File: config.mk
export PLATFORM = sky130hd
export DESIGN_NAME = bcd_to_bin
export DESIGN_NICKNAME = d
export VERILOG_FILES = /design/src/rtl/bcd_pkg.sv /design/src/rtl/bcd_digit_adj.sv /design/src/rtl/bcd_to_bin.sv
export SDC_FILE = /design/constraint.sdc
export NUM_CORES = 1
export LEC_CHECK = 0
export BUFFER_PORTS_ARGS = -buffer_cell sky130_fd_sc_hd__buf_2
export CAP_MARGIN = 40
export CORE_ASPECT_RATIO = 1.4
export CORE_MARGIN = 2
export CORE_UTILIZATION = 30
export CTS_BUF_LIST = sky130_fd_sc_hd__clkbuf_2 sky130_fd_sc_hd__clkbuf_4 sky130_fd_sc_hd__clkbuf_8
export DETAILED_ROUTE_END_ITERATION = 6
export GPL_TIMING_DRIVEN = 0
export PLACE_DENSITY_LB_ADDON = 0.15
export RECOVER_POWER = 100
export REMOVE_ABC_BUFFERS = 1
export SLEW_MARGIN = 30
export SYNTH_ARGS = -nofsm -noshare
export SYNTH_HDL_FRONTEND = slang
export SYNTH_HIERARCHICAL = 1
export SYNTH_SLANG_ARGS = --single-unit
File: constraint.sdc
create_clock -name clk -period 4 [get_ports clk]
set_input_delay 0.4 -clock clk [delete_from_list [all_inputs] [get_ports clk]]
set_output_delay 0.4 -clock clk [all_outputs]
set_load 0.02 [all_outputs]
File: src/rtl/bcd_pkg.sv
// bcd_pkg: shared defaults, FSM state type and BCD digit check for the BCD-to-binary converter.
package bcd_pkg;
  localparam int DEF_DIGITS = 4;
  localparam int DEF_BIN_W = 14;
  typedef enum logic [1:0] {S_IDLE = 2'd0, S_SHIFT = 2'd1, S_DONE = 2'd2} state_t;
  function automatic logic digit_ok(input logic [3:0] d);
    return d <= 4'd9;
  endfunction
endpackage

File: src/rtl/bcd_digit_adj.sv
// bcd_digit_adj: reverse double-dabble correction, subtracts 3 from a digit that is 8 or more.
module bcd_digit_adj (
  input  logic [3:0] i_d,
  output logic [3:0] o_d
);
  assign o_d = i_d >= 4'd8 ? i_d - 4'd3 : i_d;
endmodule

File: src/rtl/bcd_to_bin.sv
// bcd_to_bin: serial packed-BCD to binary converter using reverse double-dabble.
module bcd_to_bin
  import bcd_pkg::*;
#(
  parameter int DIGITS = DEF_DIGITS,
  parameter int BIN_W = DEF_BIN_W
) (
  input  logic                clk,
  input  logic                reset,
  input  logic                start,
  input  logic [4*DIGITS-1:0] bcd_in,
  output logic                busy,
  output logic                done,
  output logic                err,
  output logic [BIN_W-1:0]    bin_out
);
  localparam int BW = 4 * DIGITS;
  localparam int CW = $clog2(BIN_W + 1);
  localparam logic [CW-1:0] LAST = CW'(BIN_W - 1);
  state_t            r_state;
  logic [BW-1:0]     r_bcd;
  logic [BIN_W-1:0]  r_bin;
  logic [CW-1:0]     r_cnt;
  logic [BIN_W-1:0]  r_bin_out;
  logic              r_err;
  logic [BW-1:0]     w_bcd_sh;
  logic [BW-1:0]     w_bcd_adj;
  logic [BIN_W-1:0]  w_bin_sh;
  logic              w_valid;
  logic              w_accept;
  assign w_bcd_sh = {1'b0, r_bcd[BW-1:1]};
  assign w_bin_sh = {r_bcd[0], r_bin[BIN_W-1:1]};
  assign w_accept = start && r_state != S_SHIFT;
  genvar g;
  generate
    for (g = 0; g < DIGITS; g++) begin : g_adj
      bcd_digit_adj u_adj (.i_d(w_bcd_sh[4*g+:4]), .o_d(w_bcd_adj[4*g+:4]));
    end
  endgenerate
  always_comb begin
    w_valid = 1'b1;
    for (int i = 0; i < DIGITS; i++)
      if (!digit_ok(bcd_in[4*i+:4])) w_valid = 1'b0;
  end
  always_ff @(posedge clk or negedge reset) begin
    if (!reset) begin
      r_state   <= S_IDLE;
      r_bcd     <= '0;
      r_bin     <= '0;
      r_cnt     <= '0;
      r_bin_out <= '0;
      r_err     <= 1'b0;
    end else if (w_accept) begin
      r_bcd <= bcd_in;
      r_bin <= '0;
      r_cnt <= '0;
      if (w_valid) r_state <= S_SHIFT;
      else begin
        r_state   <= S_DONE;
        r_bin_out <= '0;
        r_err     <= 1'b1;
      end
    end else if (r_state == S_SHIFT) begin
      r_bcd <= w_bcd_adj;
      r_bin <= w_bin_sh;
      r_cnt <= r_cnt + CW'(1);
      if (r_cnt == LAST) begin
        r_state   <= S_DONE;
        r_bin_out <= w_bin_sh;
        r_err     <= 1'b0;
      end
    end else if (r_state == S_DONE) r_state <= S_IDLE;
  end
  assign busy    = r_state == S_SHIFT;
  assign done    = r_state == S_DONE;
  assign err     = r_err;
  assign bin_out = r_bin_out;
endmodule

After elaboration in Yosys (flattened, before gate mapping)
Index checks and enable logic that the tools add are counted.
W data, S select, Z words.

storage, ports and cells
  register bits after elaboration = 51
  bits of input ports = 19
  output and inout port bits = 17
  word-level logic and storage cells = 58

cells by class
  add/subtract/negate cells = 5
  $lt $le $gt $ge = 8
  equality and inequality tests = 6
  mux-type cells = 27
  reduce and logical (&&, ||, !) cells = 6

operator list
  operator               number
  $mux W14               6
  $mux W16               2
  $mux W4                6
  $le A4 B4 Y1 const B   4
  $ge A4 B4 Y1 const B   3
  $sub A4 B2 Y4 const B  3
  $mux W2                5
  $mux W1                8
  $add A4 B1 Y4 const B  1
  $eq A4 B4 Y1 const B   1
  $ge A3 B4 Y1 const B   1
  $reduce_bool A2 Y1     2
  $sub A3 B2 Y4 const B  1
  $ne A3 B1 Y1 const B   1
  $reduce_and A3 Y1      1
  $reduce_bool A3 Y1     1
  $eq A2 B1 Y1 const B   1
  $eq A2 B2 Y1 const B   1
  $ne A2 B1 Y1 const B   1
  $ne A2 B2 Y1 const B   1
  $reduce_and A2 Y1      1
  $logic_and A1 B1 Y1    1

Longest topological paths before layout
  depth after elaboration = 7
  gate-level depth with buffers = 8
  depth with buffers taken out = 6

Cells and area by module
The synthesis kept the hierarchy.

by module, submodules not included
  module         instances  cells an instance  area each (µm²)  seq. area each (µm²)
  bcd_to_bin     1          237                2,406.1          1,251.2
  bcd_digit_adj  4          11                 76.3             0.0

Worst setup path after synthesis
No wires, ideal clock.

  kind = reg2reg
  start = register r_state[1]
  end = register r_bin_out[0] (netlist: bin_out[0])
  setup time = 0.119 ns
  arrival time = 1.421 ns
  data required time = 3.881 ns
  slack = 2.460 ns
  stages on the path, launching flop included = 8
  path buffers = 2
  period minus slack after synthesis = 1.540 ns
  path through = dfrtp_1 -> inv_1 -> ha_1 -> buf_6 -> nand2b_4 -> a41oi_4 -> buf_6 -> a21oi_2

on the way
  elaborated cells between the ends (all ways) = 8
  those cells by class = eq/ne: 3; mux: 1; reduce/logical: 4

RTL lines
  item                          line              text
  start, declared               bcd_to_bin.sv:20  state_t r_state;
  start signal, assigned        bcd_to_bin.sv:47  r_state <= S_IDLE;
  start signal, assigned        bcd_to_bin.sv:57  if (w_valid) r_state <= S_SHIFT;
  start signal, assigned        bcd_to_bin.sv:59  r_state <= S_DONE;
  $eq A2 B1 Y1                  n/a
  via busy                      bcd_to_bin.sv:12  output logic busy,
  $reduce_bool A2 Y1 (no line)  n/a
  $reduce_and A3 Y1 (no line)   n/a
  end signal, assigned          bcd_to_bin.sv:69  r_bin_out <= w_bin_sh;
  end, declared                 bcd_to_bin.sv:24  logic [BIN_W-1:0] r_bin_out;

The timed path passes the listed nets, and every way through them passes these cells.
A chain may end at the register's enable or synchronous reset.

==> summary.md <==
| Metric | Value |
|---|---|
| I/O pin cnt | 36 |
| Vias in the first global route | 1869 |
| Synth Area in XOR/XNOR | 2.58% |
| CP peak stage delay | 1940 ps |
| Number of CTS-inserted buffers | 5 |
| Failing checks | max-capacitance violations, max-slew violations |
| Layout cell share with drive strength beyond 1 | 12.5% |
| Synth warnings | 6 |
| Synth area leader | dfrtp_1 |
| Reg2Reg Depth | 5 |
| Worst-skew pair later-pin latency | 300 ps |
| Antenna Nets Post-Route | 0 |
| Met1 Use GR | 14.1% |
| R2r startpoint | r_state[1] |
| Simple-gate area share of the yosys netlist | 16.7% |
| Grt total ovfl | 0 |
| LEAKAGE | 1.29 nW |
| Most frequently used flop master after synthesis | dfrtp_1 |
| Fin Setup TNS | 0 ps |
| First-pass GRT wire length | 9.29 mm |
| Ant. Diodes | 0 |
| Count of different cell masters after synthesis | 34 |
| # DRC | 0 |
| Status | complete, but fails checks |
| Post-Synthesis Cells | 281 |
| Routed wire per std cell | 13.3 um |
| IR Drop Worst-Case VDD | 142 uV |
| Most used routing layer | met2 |
| Port Buffers | 35 |
| M2 GR Usage | 21.5% |
| Drt pass-1 iters | 4 |
| Critical path's slowest cell | clkbuf_1 |
| Design Area, Final | 3000 um2 |
| Avg Inst Size Synth | 9.65 um2 |
| Worst Path Arrival | 2370 ps |
| Max-cap viol count | 1 |
| Ys async rst share | 100% |
| Clock skew | 10.5 ps |
| CP Max Fanout | 50 |
| Post-synth top area share | 46.1% |
| Worst-path clk slew | 100 ps |
| Starting DRT DRC Count | 80 |
| Post-CTS resize count | 0 |
| P&R area growth vs syn | 10.7% |
| Worst path depth | 1 |
| PD cells | 371 nW/um2 |
| GPL Wtd Cong | 0.707 |
| Critical path cell sequence | clkbuf_1 |
| Largest family of logic cells by synthesized area | simple AND/OR/NAND/NOR gates |
| Antenna violations before repair | 0 |
| Min Clock Period, post-route | 2560 ps |
| Endpoints failing setup | 0 |
| Required time worst endpoint | 3820 ps |
| Mux share of post-synthesis cell area | 6.69% |
| Most frequent cells in the layout | nand2_1, dfrtp_1, o21ai_0 |
| WHS Endpoint | r_bcd[0] |
| Setup crit end kind | asynchronous set/reset pin |
| FMAX | 391 MHz |
| Total Wirelength | 5.57 mm |
| Fin. Hold Viols | 0 |
| Slew HR | -86.1% |
| Synth Register Bits | 50 |
| Hold Crit Class | in -> reg |
| Setup repair bufs after CTS | 0 |
| Die Span Y | 116 um |
| Post-route insts no fill | 420 |
| Least-Margin Pin Slew | 2790 ps |
| Die area | 9820 um2 |
| Final Power | 1.11 mW |
| Placed inst area | 2930 um2 |
| Placed cells | 411 |
| Adder-cell share of the synthesized area | 6.00% |
| Clk buf depth | 2 |
| CP startpoint kind | input pin |
| CTS tree | yes |
| DP Wirelength | 3.46 mm |
| Hold depth | 3 |
| Met3 GRT Util | 2.12% |
| Unrepaired setup endpoints after global routing | no |
| Flop2flop setup slack | 1890 ps |
| DR vias/cell | 4.65 |
| Tot GR Track Use | 11.8% |
| Post-synthesis sequential area ratio | 46.1% |
| # clock sinks | 50 |
| Crit share post-route | 63.9% |
| CP top delay family | buffers and inverters |
| Reg-to-reg endpoint | bin_out[7] |
| # H-tree levels | 2 |
| Core area | 8930 um2 |
| Worst path bufs/invs | 1 |
| Initial Util | 30.4% |
| Vias | 1952 |
| Synthesized area | 2710 um2 |
| Nets | 345 |
| Root Buffer | clkbuf_8 |
| Ranking of synthesized cells by area | dfrtp_1, nand2_1, o21ai_0 |
| Post-synth EDFFs | 0 |
| Largest net degree at the start of global routing | 72 |
| Commonest non-fill, non-tap cell in the layout | nand2_1 |
| Max-slew violations | 51 |
| Std-Cell Rows | 41 |
| Synth Area in Compound Gates | 15.8% |
| Post-CTS Hold Buffers | 0 |
| HP Start | bcd_in[0] |
| Die width | 84.3 um |
| Critical path type | in -> async |
-- Yosys cell counts (6+ instances only) --
| cell type | number |
|---|---|
| nand2_1 | 64 |
| dfrtp_1 | 50 |
| o21ai_0 | 35 |
| nand2b_1 | 18 |
| mux2i_1 | 17 |
| ha_1 | 13 |
| inv_1 | 12 |
| a21oi_2 | 10 |
| a21oi_1 | 9 |
| buf_2 | 6 |
| nor2b_1 | 6 |
-- worst max-delay path by stage --
| stage | start | endpoint | slack [ps] |
|---|---|---|---|
| floorplan | r_state[1] | bin_out[0] | 1170 |
| global placement | r_state[1] | bin_out[9] | 70 |
| detailed placement | r_state[1] | bin_out[9] | 1530 |
| CTS | r_state[1] | bin_out[9] | 1540 |
| global route | reset | r_bcd[10] | 880 |
| finish | reset | r_bcd[9] | 1440 |
-- logic make-up (layout without fill, tap and decap cells) --
group | after synthesis | after routing
compound gates | 66 | 66
xor+xnor | 8 | 8
fa+ha+maj | 13 | 13
buf+inv | 28 | 56
flops | 50 | 50
mux | 18 | 18
other cells | 1 | 5
simple gates | 97 | 97
-- per-stage QoR --
step | setup WS, ps | hold WS (ps) | utilization [%]
final | 1440 | 383 | 33.6
after CTS | 1540 | 146 | 33.8
after floorplan | 1170 | 104 | -
after global routing | 878 | 400 | 33.6
after detailed placement | 1530 | 485 | 32.9
after global placement | 70.0 | 496 | 32.7
-- worst register-to-register path, cell delays in order, from the launching register on --
cell	delay [ps]
dfrtp_1	410
inv_1	130
ha_4	570
and4_1	670
nand2_1	140
a21oi_2	120
-- cell type report --
type	instances	area (um2)
fillers	979	5930
multi-input cells	207	1300
flip-flops and latches	50	1250
repair buffers	37	184
well taps	107	134
clock buffers	5	68.8
inverters	12	45.0
clock inverters	2	15.0
-- report_power, final --
group          internal, mW  switching [mW]  total (mW)  leakage, nW
clock network         0.120           0.181       0.301       0.0362
logic                0.0980           0.121       0.219        0.600
registers             0.545          0.0490       0.594        0.655
total                 0.763           0.350        1.11         1.29
-- sequential cells by signal, summed over array words and instances, names as in the netlist --
| name | count |
|---|---|
| r_state | 2 |
| r_bin | 13 |
| err | 1 |
| r_bcd | 16 |
| r_cnt | 4 |
| bin_out | 14 |
-- routing by layer --
metal	vias up	wire (um)
met5	-	0
met2	39	2790
met3	4	197
li1	991	-
met4	0	55
met1	918	2530
Power figures use the tool's default switching activity.
